## src/rtl/inst_rom_arbiter.sv

```systemverilog
// Arbitrates the single instruction ROM port between IF fetch (M0) and MEM text reads (M1).
// Optional performance counters are compiled in when INST_ROM_ARB_PERF_EN is defined.
module inst_rom_arbiter #(
    parameter int ADDR_W   = 32,
    parameter int DATA_W   = 32,
    parameter int MAX_WAIT = 4,
    parameter int CNT_W    = 16
) (
    input  logic              clk,
    input  logic              rst,
    input  logic              m0_req,
    input  logic [ADDR_W-1:0] m0_addr,
    input  logic              m0_flush,
    output logic              m0_gnt,
    output logic              m0_rvalid,
    output logic [DATA_W-1:0] m0_rdata,
    output logic              m0_err,
    output logic              if_stall,
    input  logic              m1_req,
    input  logic [ADDR_W-1:0] m1_addr,
    output logic              m1_gnt,
    output logic              m1_rvalid,
    output logic [DATA_W-1:0] m1_rdata,
    output logic              m1_err,
    output logic              rom_ce,
    output logic [ADDR_W-1:0] rom_addr,
`ifdef INST_ROM_ARB_PERF_EN
    output logic [CNT_W-1:0]  perf_conflict,
    output logic [CNT_W-1:0]  perf_force,
`endif
    input  logic [DATA_W-1:0] rom_inst
);

    localparam logic CHIP_ENABLE  = 1'b1;
    localparam logic CHIP_DISABLE = 1'b0;

    localparam logic [1:0] IDLE    = 2'd0;
    localparam logic [1:0] RESP_M0 = 2'd1;
    localparam logic [1:0] RESP_M1 = 2'd2;

    localparam logic [3:0] MAX_WAIT_C = 4'(MAX_WAIT);

    logic [1:0]        resp_state_reg, resp_state_next;
    logic [3:0]        wait_cnt_reg, wait_cnt_next;
    logic [DATA_W-1:0] m0_rdata_reg, m1_rdata_reg;
    logic              m0_err_reg, m1_err_reg;

    logic              force_m0;
    logic              gnt_any;
    logic [ADDR_W-1:0] gnt_addr;
    logic              misaligned;
    logic [DATA_W-1:0] capture_data;

    assign force_m0 = (wait_cnt_reg == MAX_WAIT_C);

    // Grants are suppressed while reset is held so the ROM sees no access.
    always_comb begin
        m0_gnt = 1'b0;
        m1_gnt = 1'b0;
        if (rst) begin
            if (force_m0 && m0_req)
                m0_gnt = 1'b1;
            else if (m1_req)
                m1_gnt = 1'b1;
            else if (m0_req)
                m0_gnt = 1'b1;
        end
    end

    assign gnt_any      = m0_gnt | m1_gnt;
    assign gnt_addr     = m0_gnt ? m0_addr : m1_addr;
    assign misaligned   = (gnt_addr[1:0] != 2'b00);
    assign capture_data = misaligned ? '0 : rom_inst;

    assign rom_ce   = (gnt_any && !misaligned) ? CHIP_ENABLE : CHIP_DISABLE;
    assign rom_addr = (gnt_any && !misaligned) ? gnt_addr : '0;
    assign if_stall = m0_req & ~m0_gnt;

    // A flushed M0 grant produces no response, so the FSM simply stays idle.
    always_comb begin
        resp_state_next = IDLE;
        if (m0_gnt && !m0_flush)
            resp_state_next = RESP_M0;
        else if (m1_gnt)
            resp_state_next = RESP_M1;
    end

    always_comb begin
        wait_cnt_next = '0;
        if (m0_req && !m0_gnt)
            wait_cnt_next = force_m0 ? wait_cnt_reg : wait_cnt_reg + 4'd1;
    end

    always_ff @(posedge clk or negedge rst) begin
        if (!rst) begin
            resp_state_reg <= IDLE;
            wait_cnt_reg   <= '0;
            m0_rdata_reg   <= '0;
            m0_err_reg     <= 1'b0;
            m1_rdata_reg   <= '0;
            m1_err_reg     <= 1'b0;
        end else begin
            resp_state_reg <= resp_state_next;
            wait_cnt_reg   <= wait_cnt_next;
            if (m0_gnt && !m0_flush) begin
                m0_rdata_reg <= capture_data;
                m0_err_reg   <= misaligned;
            end
            if (m1_gnt) begin
                m1_rdata_reg <= capture_data;
                m1_err_reg   <= misaligned;
            end
        end
    end

    // A flush arriving in the response cycle masks the M0 response.
    assign m0_rvalid = (resp_state_reg == RESP_M0) & ~m0_flush;
    assign m1_rvalid = (resp_state_reg == RESP_M1);
    assign m0_rdata  = m0_rdata_reg;
    assign m0_err    = m0_err_reg;
    assign m1_rdata  = m1_rdata_reg;
    assign m1_err    = m1_err_reg;

`ifdef INST_ROM_ARB_PERF_EN
    logic [CNT_W-1:0] perf_conflict_reg, perf_force_reg;
    logic             conflict_hit, force_hit;

    assign conflict_hit = m0_req & m1_req;
    assign force_hit    = force_m0 & m0_req & m1_req;

    always_ff @(posedge clk or negedge rst) begin
        if (!rst) begin
            perf_conflict_reg <= '0;
            perf_force_reg    <= '0;
        end else begin
            if (conflict_hit && perf_conflict_reg != '1)
                perf_conflict_reg <= perf_conflict_reg + 1'b1;
            if (force_hit && perf_force_reg != '1)
                perf_force_reg <= perf_force_reg + 1'b1;
        end
    end

    assign perf_conflict = perf_conflict_reg;
    assign perf_force    = perf_force_reg;
`endif

endmodule

```

## config.mk

```make
export PLATFORM = sky130hd
export DESIGN_NAME = inst_rom_arbiter
export DESIGN_NICKNAME = d
export VERILOG_FILES = /design/src/rtl/inst_rom_arbiter.sv
export SDC_FILE = /design/constraint.sdc
export NUM_CORES = 1
export LEC_CHECK = 0
export CAP_MARGIN = 0
export CORE_ASPECT_RATIO = 1.5
export CORE_MARGIN = 5
export CORE_UTILIZATION = 30
export DETAILED_ROUTE_END_ITERATION = 10
export DONT_BUFFER_PORTS = 1
export GPL_TIMING_DRIVEN = 0
export SYNTH_ARGS = -nofsm -noshare
export SYNTH_HDL_FRONTEND = slang
export SYNTH_SLANG_ARGS = --single-unit
```

## constraint.sdc

```tcl
create_clock -name clk -period 1.8 [get_ports clk]
set_clock_uncertainty 0.2 [all_clocks]
set_input_delay 0.27 -clock clk [delete_from_list [all_inputs] [get_ports clk]]
set_output_delay 0.27 -clock clk [all_outputs]
set_load 0.05 [all_outputs]
```

==> results.md, run 1 <==
* Status: finished with violations
* Failing checks: hold timing, setup timing
* Met2 Track Usage GR at 0.334
* Final #Nets at about 500
* Area Overhead vs Synth at 39.8%
* Initial DRC Count at between 80 and 90
* Post-synthesis sequential area ratio at 0.488
* Worst slew margin at 0.545
* Fin crit share at 1.38
* Clock Tree Root: clkbuf_16
* Synth Cell Area at between 0.003 and 0.004 sq mm
* Share of layout cells above drive strength 1 at 0.266
* M3 GR Usage at 0.0561
* Avg Vias per Cell at 5.32
* Core area at 0.0120 sq mm
* CTS sink cnt at 72
* Final antenna-violating net count at 0
* Worst r2r path cells at 12
* Main flop type after synthesis: dfrtp_1
* All-Layer GR Usage at 0.175
* Area of placed instances at 0.00402 sq mm
* Final Hold Viols at 72
* RSZ-0062 raised after global routing: yes
* Grt ovf at 0
* Final GP Congestion at 0.768
* Final Max Slew Viols at 0
* Final setup fails at 101
* FF-to-FF End: m1_rdata[28]
* Rows at 49
* Die span in x at between 100 and 150 um
* I/O pin cnt at 205
* Syn Inst Count at 336
* Drt total wl at 12.9 mm
* Die area at roughly 0.015 sq mm
* Detailed Routing Iterations Pass 1 at 4
* R2R Path Start: wait_cnt_reg[0]
* Warnings, synthesis at 0
* Measured slew at the worst slew-check pin at slightly below 0.7 ns
* Worst-Skew Late Latency at 0.33 ns
* Met1 usage at 0.173
* CTS Buffer Depth at 2
* Number of diodes at 0
* FF-to-FF setup slack at -0.45 ns
* CP required at 1.33 ns
* Global-route wire length before repair at approximately 19 mm
* Ys async rst share at 1.00
* Total CTS buffers at 9
* Hpwl dp at 9.24 mm
* Seq cells post-synth at 72
* Crit-path max FO at 10
* CTS tree: built
* Initial Util at 0.307
* CTS H-Tree Depth at 3
* CP Launch Type: flip-flop
* PwrDens at 917 mW/mm^2
* DR vias at 3030
* Vias in the first global route at 3227
* Final worst setup slack at -0.692 ns
* Post-Layout Inst Area at 0.00516 sq mm
* Total leakage power at between 2 and 2.5 nW
* Tmin final at 2.49 ns
* Number of max-cap violations at 0
* Initial antenna violation count at 0
* Critical path class: reg2out
* Hold Crit Class: in2async
* Worst vdd ir at 0.000451 V
* Wire per inst at 22.7 um
* Largest net degree at the start of global routing at 78
* Count of flip-flops with a built-in enable after synthesis at 0
* Die Span Y at ~150 um
* Crit end category: primary output
* Setup TNS Final at -43.84 ns
* Syn Area/Cell at 11.0 sq um
* DRC viols at 0
* Hold Buf Count CTS at 36
* F_max at 0.401 GHz
* CP arrival at 2.02 ns
* WHS at -0.567 ns
* Port-buffer cells at 0
* Clk slew on worst S/H paths at ~0.060 ns
* Global route hottest layer: met2
* Cell variety after synth at 30
* Setup WS pre-CTS at -0.419 ns
[worst max-delay path, stage by stage (launching register included)]
cell and delay (ns):
dfrtp_1 0.37, inv_2 0.06, ha_4 0.17, and4b_1 0.20
buf_6 0.13, o22ai_4 0.19, buf_6 0.19, a32o_2 0.38
[timing repair]
action                                  CTS  global route
endpoints found under the setup margin   98           102
setup buffers                            18             6
resized for setup                        35            10
pin swaps                                10             6
cloned                                    8             0
hold endpoints to repair                109            72
[power breakdown]
part | internal [mW] | switching (mW) | total, mW
Clock | 0.931 | 0.693 | 1.62
Combinational | 0.347 | 0.356 | 0.703
Sequential | 1.76 | 0.644 | 2.40
[worst max path at each step]
stage	start	to	cells past startpoint
2_1_floorplan	wait_cnt_reg[0]	rom_addr[22]	7
5_1_grt	wait_cnt_reg[1]	rom_addr[4]	7
3_5_place_dp	wait_cnt_reg[1]	rom_addr[30]	7
6_report	wait_cnt_reg[0]	rom_addr[20]	7
4_1_cts	wait_cnt_reg[0]	rom_addr[4]	7
3_3_place_gp	wait_cnt_reg[1]	rom_addr[30]	7
[synth_stat cells (2+ instances only)]
library cell  count  share of area
ha_1              2         0.0068
mux2i_1          33          0.090
nand2_1          36          0.037
inv_1            37          0.038
buf_4            11          0.022
nor2_1            6         0.0061
a21oi_1           2         0.0027
clkbuf_1         10          0.010
nand3_1           3         0.0041
dfrtp_1          72           0.49
nor2b_1          35          0.059
a32o_1           62           0.17
buf_2             4         0.0054
buf_6             7          0.021
[kinds of logic after synthesis]
logic type / share of synthesized area
AOI/OAI and AO/OA: 0.186
xor gates and xnor gates: 0.00237
adders and majority gates: 0.00678
buffers and inverters: 0.0970
DFF: 0.488
muxes: 0.0896
other: 0.00102
and+or+nand+nor: 0.129
[through the flow]
stage                     cells  power [mW]  utilization
after global placement      490        2.95        0.334
after global routing        570        4.94        0.429
after floorplan             337        2.84            -
final                       570        4.73        0.429
after detailed placement    490        2.97        0.334
after CTS                   568        4.81        0.431
[cell usage in the layout (no fill, tap or decap), types with 9 or more instances in the layout]
cell type / count
dfrtp_1: 72
nand2_1: 36
dlygate4sd3_1: 36
inv_1: 34
nor2b_1: 33
mux2i_1: 33
a32o_1: 32
a32o_2: 27
buf_6: 16
buf_4: 14
buf_12: 9
clkbuf_1: 9
clkbuf_16: 9
[layout make-up]
class / count / area, sq um
flip-flops and latches: 72 / 1800
clock inverters: 7 / 47.5
fillers: 1128 / 6860
inverters: 37 / 139
plain buffers: 31 / 315
multi-input cells: 196 / 1670
well taps: 153 / 191
clock buffers: 9 / 225
repair buffers: 65 / 762
[layer usage]
layer,wire (um),part of all wire,up-vias
met2,7320,0.57,166
li1,-,-,1356
met4,248,0.019,0
met1,4260,0.33,1495
met3,1090,0.084,13
met5,0,0,-
Note: power is estimated with default switching activity, not from simulation.
==> run 2: changes to the inputs <==
--- a/config.mk
+++ b/config.mk
@@ -12,6 +12,8 @@
 export DETAILED_ROUTE_END_ITERATION = 10
 export DONT_BUFFER_PORTS = 1
 export GPL_TIMING_DRIVEN = 0
+export PLACE_DENSITY = 0.54
+export SETUP_SLACK_MARGIN = 0.3
 export SYNTH_ARGS = -nofsm -noshare
 export SYNTH_HDL_FRONTEND = slang
 export SYNTH_SLANG_ARGS = --single-unit
==> run 2 against run 1 <==
Die area stayed put. Fmax grew 1.3%. Highest routed layer unchanged. Sequential share of layout area down 0.53 points. Largest cell class unchanged. The run still ends with hold timing, setup timing left. First-iteration DRC count is 21% higher. Worst setup slack gained 0.033 ns. Largest power group unchanged.
==> results.md, run 2 (synthesis results as in run 1) <==
* WP buf/inv at 3
* F_max at 0.407 GHz
* Final antenna-violating net count at 0
* Layout fillers at ~1100
* All-Layer GR Usage at 0.173
* Fin crit share at 1.37
* Rows at 49
* Wire per inst at 22.5 um
* Setup WS pre-CTS at -0.425 ns
* Final #Nets at 516
* Internal Power at 3.07 mW
* Clock power share at 0.346
* Critical path class: reg2out
* Initial antenna violation count at 0
* Switching power at 1.71 mW
* Port-buffer cells at 0
* Final setup fails at 102
* Final GP Congestion at 0.828
* CP arrival at 1.99 ns
* Grt ovf at 0
* Worst vdd ir at 0.000383 V
* Most frequent CP cell: buf_6
* CTS sink cnt at between 70 and 80
* Final Power at roughly 4.8 mW
* Clk slew on worst S/H paths at roughly 0.060 ns
* CP Cell Sequence: inv_2 -> ha_4 -> and4b_1 -> buf_6 -> o22ai_4 -> buf_6 -> a32o_2
* Die area at about 0.015 sq mm
* Vias in the first global route at 3267
* Total leakage power at 2.40 nW
* Die Span Y at 146 um
* Detailed Routing Iterations Pass 1 at 4
* Final Hold Viols at 73
* Worst-Skew Late Latency at 0.33 ns
* Total CTS buffers at 9
* Share of layout cells above drive strength 1 at 0.289
* Number of diodes at 0
* Worst slew margin at 0.573
* Non-Filler Instances at 571
* Post-Layout Inst Area at 0.00526 sq mm
* Drt total wl at 12.8 mm
* Failing checks: hold timing, setup timing
* Commonest non-fill, non-tap cell in the layout: dfrtp_1
* Number of max-cap violations at 0
* I/O pin cnt at a little over 200
* CP max-delay cell: a32o_2
* WHS at -0.572 ns
* Finished Core Util at 0.438
* Hold Crit Class: in2async
* Largest net degree at the start of global routing at 78
* Core area at roughly 0.012 sq mm
* Area Overhead vs Synth at 42.5%
* Final Max Slew Viols at 0
* Avg Vias per Cell at about 5.3
* Placed Instances at 490
* Gate power share at 0.153
* Clock Tree Root: clkbuf_16
* Die span in x at a little over 100 um
* Tmin final at 2.46 ns
* CTS Buffer Depth at 2
* CTS tree: built
* PwrDens at 909 mW/mm^2
* RSZ-0062 raised after global routing: yes
* Sequential share of power at 0.502
* CTS H-Tree Depth at 3
* Status: finished with violations
* Area of placed instances at ~0.004 sq mm
* Crit-path max FO at 10
* Hpwl dp at 8.78 mm
* Crit path largest cell delay at 0.39 ns
* Setup TNS Final at -41.56 ns
* Initial DRC Count at 102
* DR vias at between 3000 and 4000
* Hold Buf Count CTS at 35
* Initial Util at 0.307
* Final worst setup slack at -0.659 ns
* CP Launch Type: flip-flop
* Commonest non-fill, non-tap cells in the layout: 66 x dfrtp_1, 36 x nand2_1, 35 x dlygate4sd3_1
* Measured slew at the worst slew-check pin at 0.638 ns
* CP required at about 1.3 ns
* Crit end category: primary output
* Global-route wire length before repair at about 20 mm
* Delay-heaviest family, CP: compound AO/OA/AOI/OAI gates
* DRC viols at 0
* Sw Ratio at 0.359
## run 2: cell count changes in the layout (fill, tap and decap cells not counted), sizes merged
cell,delta
dlygate4sd3,-1
buf,+3
clkinvlp,-1
## run 2: per-layer routing
layer,wire (um),up-vias,share of wire,track usage
met1,4980,1522,0.39,0.214
met4,200,0,0.016,0.0539
li1,-,1364,-,-
met2,6720,113,0.52,0.286
met3,914,14,0.071,0.0532
met5,0,-,0,0
## run 2: worst paths after layout
check,startpoint,to,slack (ns),cells past startpoint
min reg2reg,wait_cnt_reg[0],wait_cnt_reg[0],0.40,3
max,wait_cnt_reg[0],rom_addr[15],-0.66,7
min,rst,m1_rdata[12],-0.57,0
max in group asynchronous,rst,m1_err,1.86,0
min in group clk,rst,wait_cnt_reg[0],-0.04,3
max reg2reg,wait_cnt_reg[0],m1_rdata[15],-0.56,13
## run 2: what timing repair did
item	in CTS	in global routing
buffers inserted	19	3
gates resized for setup	44	10
cloned	8	0
endpoints found under the setup margin	108	111
hold endpoints to repair	109	73
pin swaps	12	9
## run 2: worst register-to-register path, stage by stage (launching register included)
cell and delay, ns:
dfrtp_1 0.37, inv_2 0.06, ha_4 0.17, and4b_1 0.19, buf_6 0.13, buf_4 0.13, buf_4 0.12, buf_6 0.11
nor2_4 0.13, buf_6 0.13, buf_12 0.13, buf_12 0.12, buf_16 0.11, mux2i_1 0.18
## run 2: final cells by class
| cell class | count | area (sq um) | share of cell area |
|---|---|---|---|
| sequential | 72 | 1810 | 0.344 |
| multi-input combinational | 196 | 1690 | 0.321 |
| timing repair buffer | 65 | 823 | 0.157 |
| buffer | 32 | 333 | 0.0633 |
| clock buffer | 10 | 229 | 0.0436 |
| tap | 153 | 191 | 0.0364 |
| inverter | 37 | 139 | 0.0264 |
| clock inverter | 6 | 43.8 | 0.00833 |
## run 2: power groups by stage
stage | registers [mW] | logic (mW) | clock network [mW]
after global routing | 2.42 | 0.786 | 1.79
after global placement | 2.43 | 0.524 | 0
after floorplan | 2.38 | 0.459 | 0
final | 2.40 | 0.729 | 1.65
after CTS | 2.40 | 0.726 | 1.72
after detailed placement | 2.43 | 0.542 | 0
==> run 3: changes to the inputs <==
--- a/config.mk
+++ b/config.mk
@@ -5,14 +5,15 @@
 export SDC_FILE = /design/constraint.sdc
 export NUM_CORES = 1
 export LEC_CHECK = 0
+export ABC_AREA = 1
+export BUFFER_PORTS_ARGS = -buffer_cell sky130_fd_sc_hd__buf_4
 export CAP_MARGIN = 0
 export CORE_ASPECT_RATIO = 1.5
 export CORE_MARGIN = 5
 export CORE_UTILIZATION = 30
 export DETAILED_ROUTE_END_ITERATION = 10
-export DONT_BUFFER_PORTS = 1
 export GPL_TIMING_DRIVEN = 0
-export PLACE_DENSITY = 0.54
+export PLACE_DENSITY = 0.67
 export SETUP_SLACK_MARGIN = 0.3
 export SYNTH_ARGS = -nofsm -noshare
 export SYNTH_HDL_FRONTEND = slang
==> constraint.sdc (replaced) <==
create_clock -name clk -period 2.6 [get_ports clk]
set_clock_uncertainty 0.2 [all_clocks]
set_input_delay 0.39 -clock clk [delete_from_list [all_inputs] [get_ports clk]]
set_output_delay 0.39 -clock clk [all_outputs]
set_load 0.05 [all_outputs]
==> run 3 against run 2 <==
The run ends with hold timing left. Worst setup slack improved by 0.70 ns. First-iteration DRC count rose by 8.8%. Cell count rose by 56%. Sequential power fell by 46%.
==> results.md, run 3 <==
* Warnings, synthesis at 0
* Vias in the first global route at 4233
* CP arrival at 1.97 ns
* Number of max-cap violations at 0
* Total CTS buffers at 9
* Finished Core Util at 0.564
* Initial antenna violation count at 0
* Cell variety after synth at 22
* Initial DRC Count at 111
* WL met1 at 5.38 mm
* CTS tree: built
* F_max at 0.391 GHz
* Total leakage power at roughly 3.7 nW
* Die Span Y at 144 um
* Post-synthesis sequential area ratio at 0.500
* Final setup fails at 0
* RSZ-0062 raised after global routing: yes
* Die span in x at 99.5 um
* Layout fillers at about 1100
* Worst vdd ir at 0.000474 V
* Met3 wire len at ~1.2 mm
* Most numerous cell in the Yosys netlist: nand2_1
* Top-area cell type share of the netlist area at 0.500
* Failing checks: hold timing
* Largest net degree at the start of global routing at 76
* Critical path class: reg2out
* Hold Crit Class: in2async
* Commonest non-fill, non-tap cells in the layout: 193 x nand2_1, 188 x buf_4, 72 x dfrtp_1
* Detailed Routing Iterations Pass 1 at 5
* Rows at 49
* Avg Vias per Cell at 4.77
* Worst Setup SP: wait_cnt_reg[1]
* Tmin final at about 2.6 ns
* Fin crit share at 0.983
* Seq cells post-synth at between 70 and 80
* Drt total wl at 15.0 mm
* CP Launch Type: flip-flop
* CP required at 2.01 ns
* Syn Inst Count at 493
* Met2 wire len at 8.11 mm
* Count of flip-flops with a built-in enable after synthesis at 0
* Final antenna-violating net count at 0
* Final Max Slew Viols at 0
* Post-Layout Inst Area at 0.00671 sq mm
* Storage cell area at 0.00180 sq mm
* Syn Area/Cell at 7.31 sq um
* DR vias at 4251
* Top post-synthesis cells by area: dfrtp_1 50%, nand2_1 24%, nand3_1 9.6%
* Global-route wire length before repair at 21.5 mm
* Clk slew on worst S/H paths at roughly 0.060 ns
* Core area at 0.0119 sq mm
* Status: finished with violations
* Area occupied by multi-input gates at approximately 0.0019 sq mm
* Worst-Skew Late Latency at 0.32 ns
* Die area at 0.0143 sq mm
* Number of diodes at 0
* Area Overhead vs Synth at 86.3%
* Yosys top cell by area: dfrtp_1
* Worst r2r path cells at 12
* PwrDens at 591 mW/mm^2
* Highest routing layer actually used: met4
* Final Hold Viols at 35
* Initial Util at 0.303
* All-Layer GR Usage at 0.191
* Commonest non-fill, non-tap cell in the layout: nand2_1
* DRC viols at 0
* Final GP Congestion at 0.989
* Final #Nets at 837
* Area of placed instances at 0.00544 sq mm
* Crit-path max FO at 7
* CTS sink cnt at 72
* R2R Path Start: wait_cnt_reg[1]
* Post-synth top cells: 227 x nand2_1, 72 x dfrtp_1, 69 x nand3_1
* CTS H-Tree Depth at 3
* Wire per inst at 16.8 um
* Main flop type after synthesis: dfrtp_1
* Grt ovf at 0
* I/O pin cnt at 205
* Setup TNS Final at 0 ns
* Crit end category: primary output
* Port-buffer cells at 202
* Ys async rst share at 1.00
* Share of layout cells above drive strength 1 at 0.495
* Hpwl dp at 10.1 mm
* Synth Cell Area at around 0.0036 sq mm
* Clock Tree Root: clkbuf_16
* WHS at -0.304 ns
* CTS Buffer Depth at 2
-- run 3: cell types whose count changed in the layout (fill, tap and decap cells not counted), moves of 15 or more --
cell / before / now
dlygate4sd3_1: 35 / 1
buf_8: 5 / 20
inv_2: 3 / 22
a32o_2: 29 / 0
mux2i_1: 33 / 0
buf_4: 12 / 188
nand2_1: 36 / 193
nand3_1: 3 / 68
nor2b_1: 33 / 0
a32o_1: 32 / 0
nand2_2: 0 / 27
nor2_4: 3 / 31
-- run 3: stage by stage --
step           total power [mW]  cells  worst slack (ns)
2_1_floorplan              2.01    494             0.237
3_3_place_gp               2.44    849            -0.468
3_5_place_dp               2.46    849            -0.519
4_1_cts                    3.91    880            0.0872
5_1_grt                    4.14    892           -0.0201
6_report                   3.97    892            0.0443
-- run 3: kinds of logic after synthesis --
kind of cell,count (synthesis),share of synthesized area
xor+xnor,2,0.00486
other cells,1,0.00104
fa+ha+maj,2,0.00694
buf+inv,74,0.0962
compound gates,5,0.00694
flops,72,0.500
simple gates,337,0.384
-- run 3: final cells by class --
cell class / instances / area share
clock buffer: 10 / 0.0356
tap: 153 / 0.0285
inverter: 44 / 0.0268
clock inverter: 6 / 0.0136
sequential: 72 / 0.268
buffer: 30 / 0.0408
multi-input combinational: 349 / 0.282
timing repair buffer: 228 / 0.304
-- run 3: worst max-delay path: stages, from the launching register on --
cell,delay (ns)
dfrtp_1,0.39
inv_2,0.08
ha_4,0.14
nand3_4,0.09
nand2_8,0.12
nand2_8,0.07
clkinv_8,0.11
buf_8,0.13
nand2_2,0.07
nand2_2,0.08
inv_2,0.06
nor2_4,0.12
buf_6,0.16
-- run 3: what timing repair did --
item / CTS / global route
pin swaps: 8 / 44
gates resized for setup: 80 / 108
setup buffers: 11 / 6
endpoints found under the hold margin: 72 / 72
gates cloned: 4 / 4
endpoints found under the setup margin: 73 / 49
-- run 3: final timing paths --
path | to | slack, ns
worst max-delay path | rom_addr[6] | 0.04
worst min-delay path | m1_rdata[2] | -0.30
worst max register to register | m0_rdata[20] | 0.43
worst min register to register | m1_rdata[24] | 0.28
max in group asynchronous | m0_rdata[31] | 1.59
min in group clk | m0_rdata[19] | 0.09
-- run 3: metal layers --
metal,vias up,track usage
li1,1986,-
met1,2026,0.204
met2,219,0.361
met3,20,0.0545
met4,0,0.0597
met5,-,0
-- run 3: power breakdown --
group / switching [mW] / internal (mW) / total [mW] / leakage (nW)
clock network: 0.481 / 0.869 / 1.35 / 0.151
logic: 0.847 / 0.465 / 1.31 / 2.61
registers: 0.0722 / 1.23 / 1.30 / 0.971
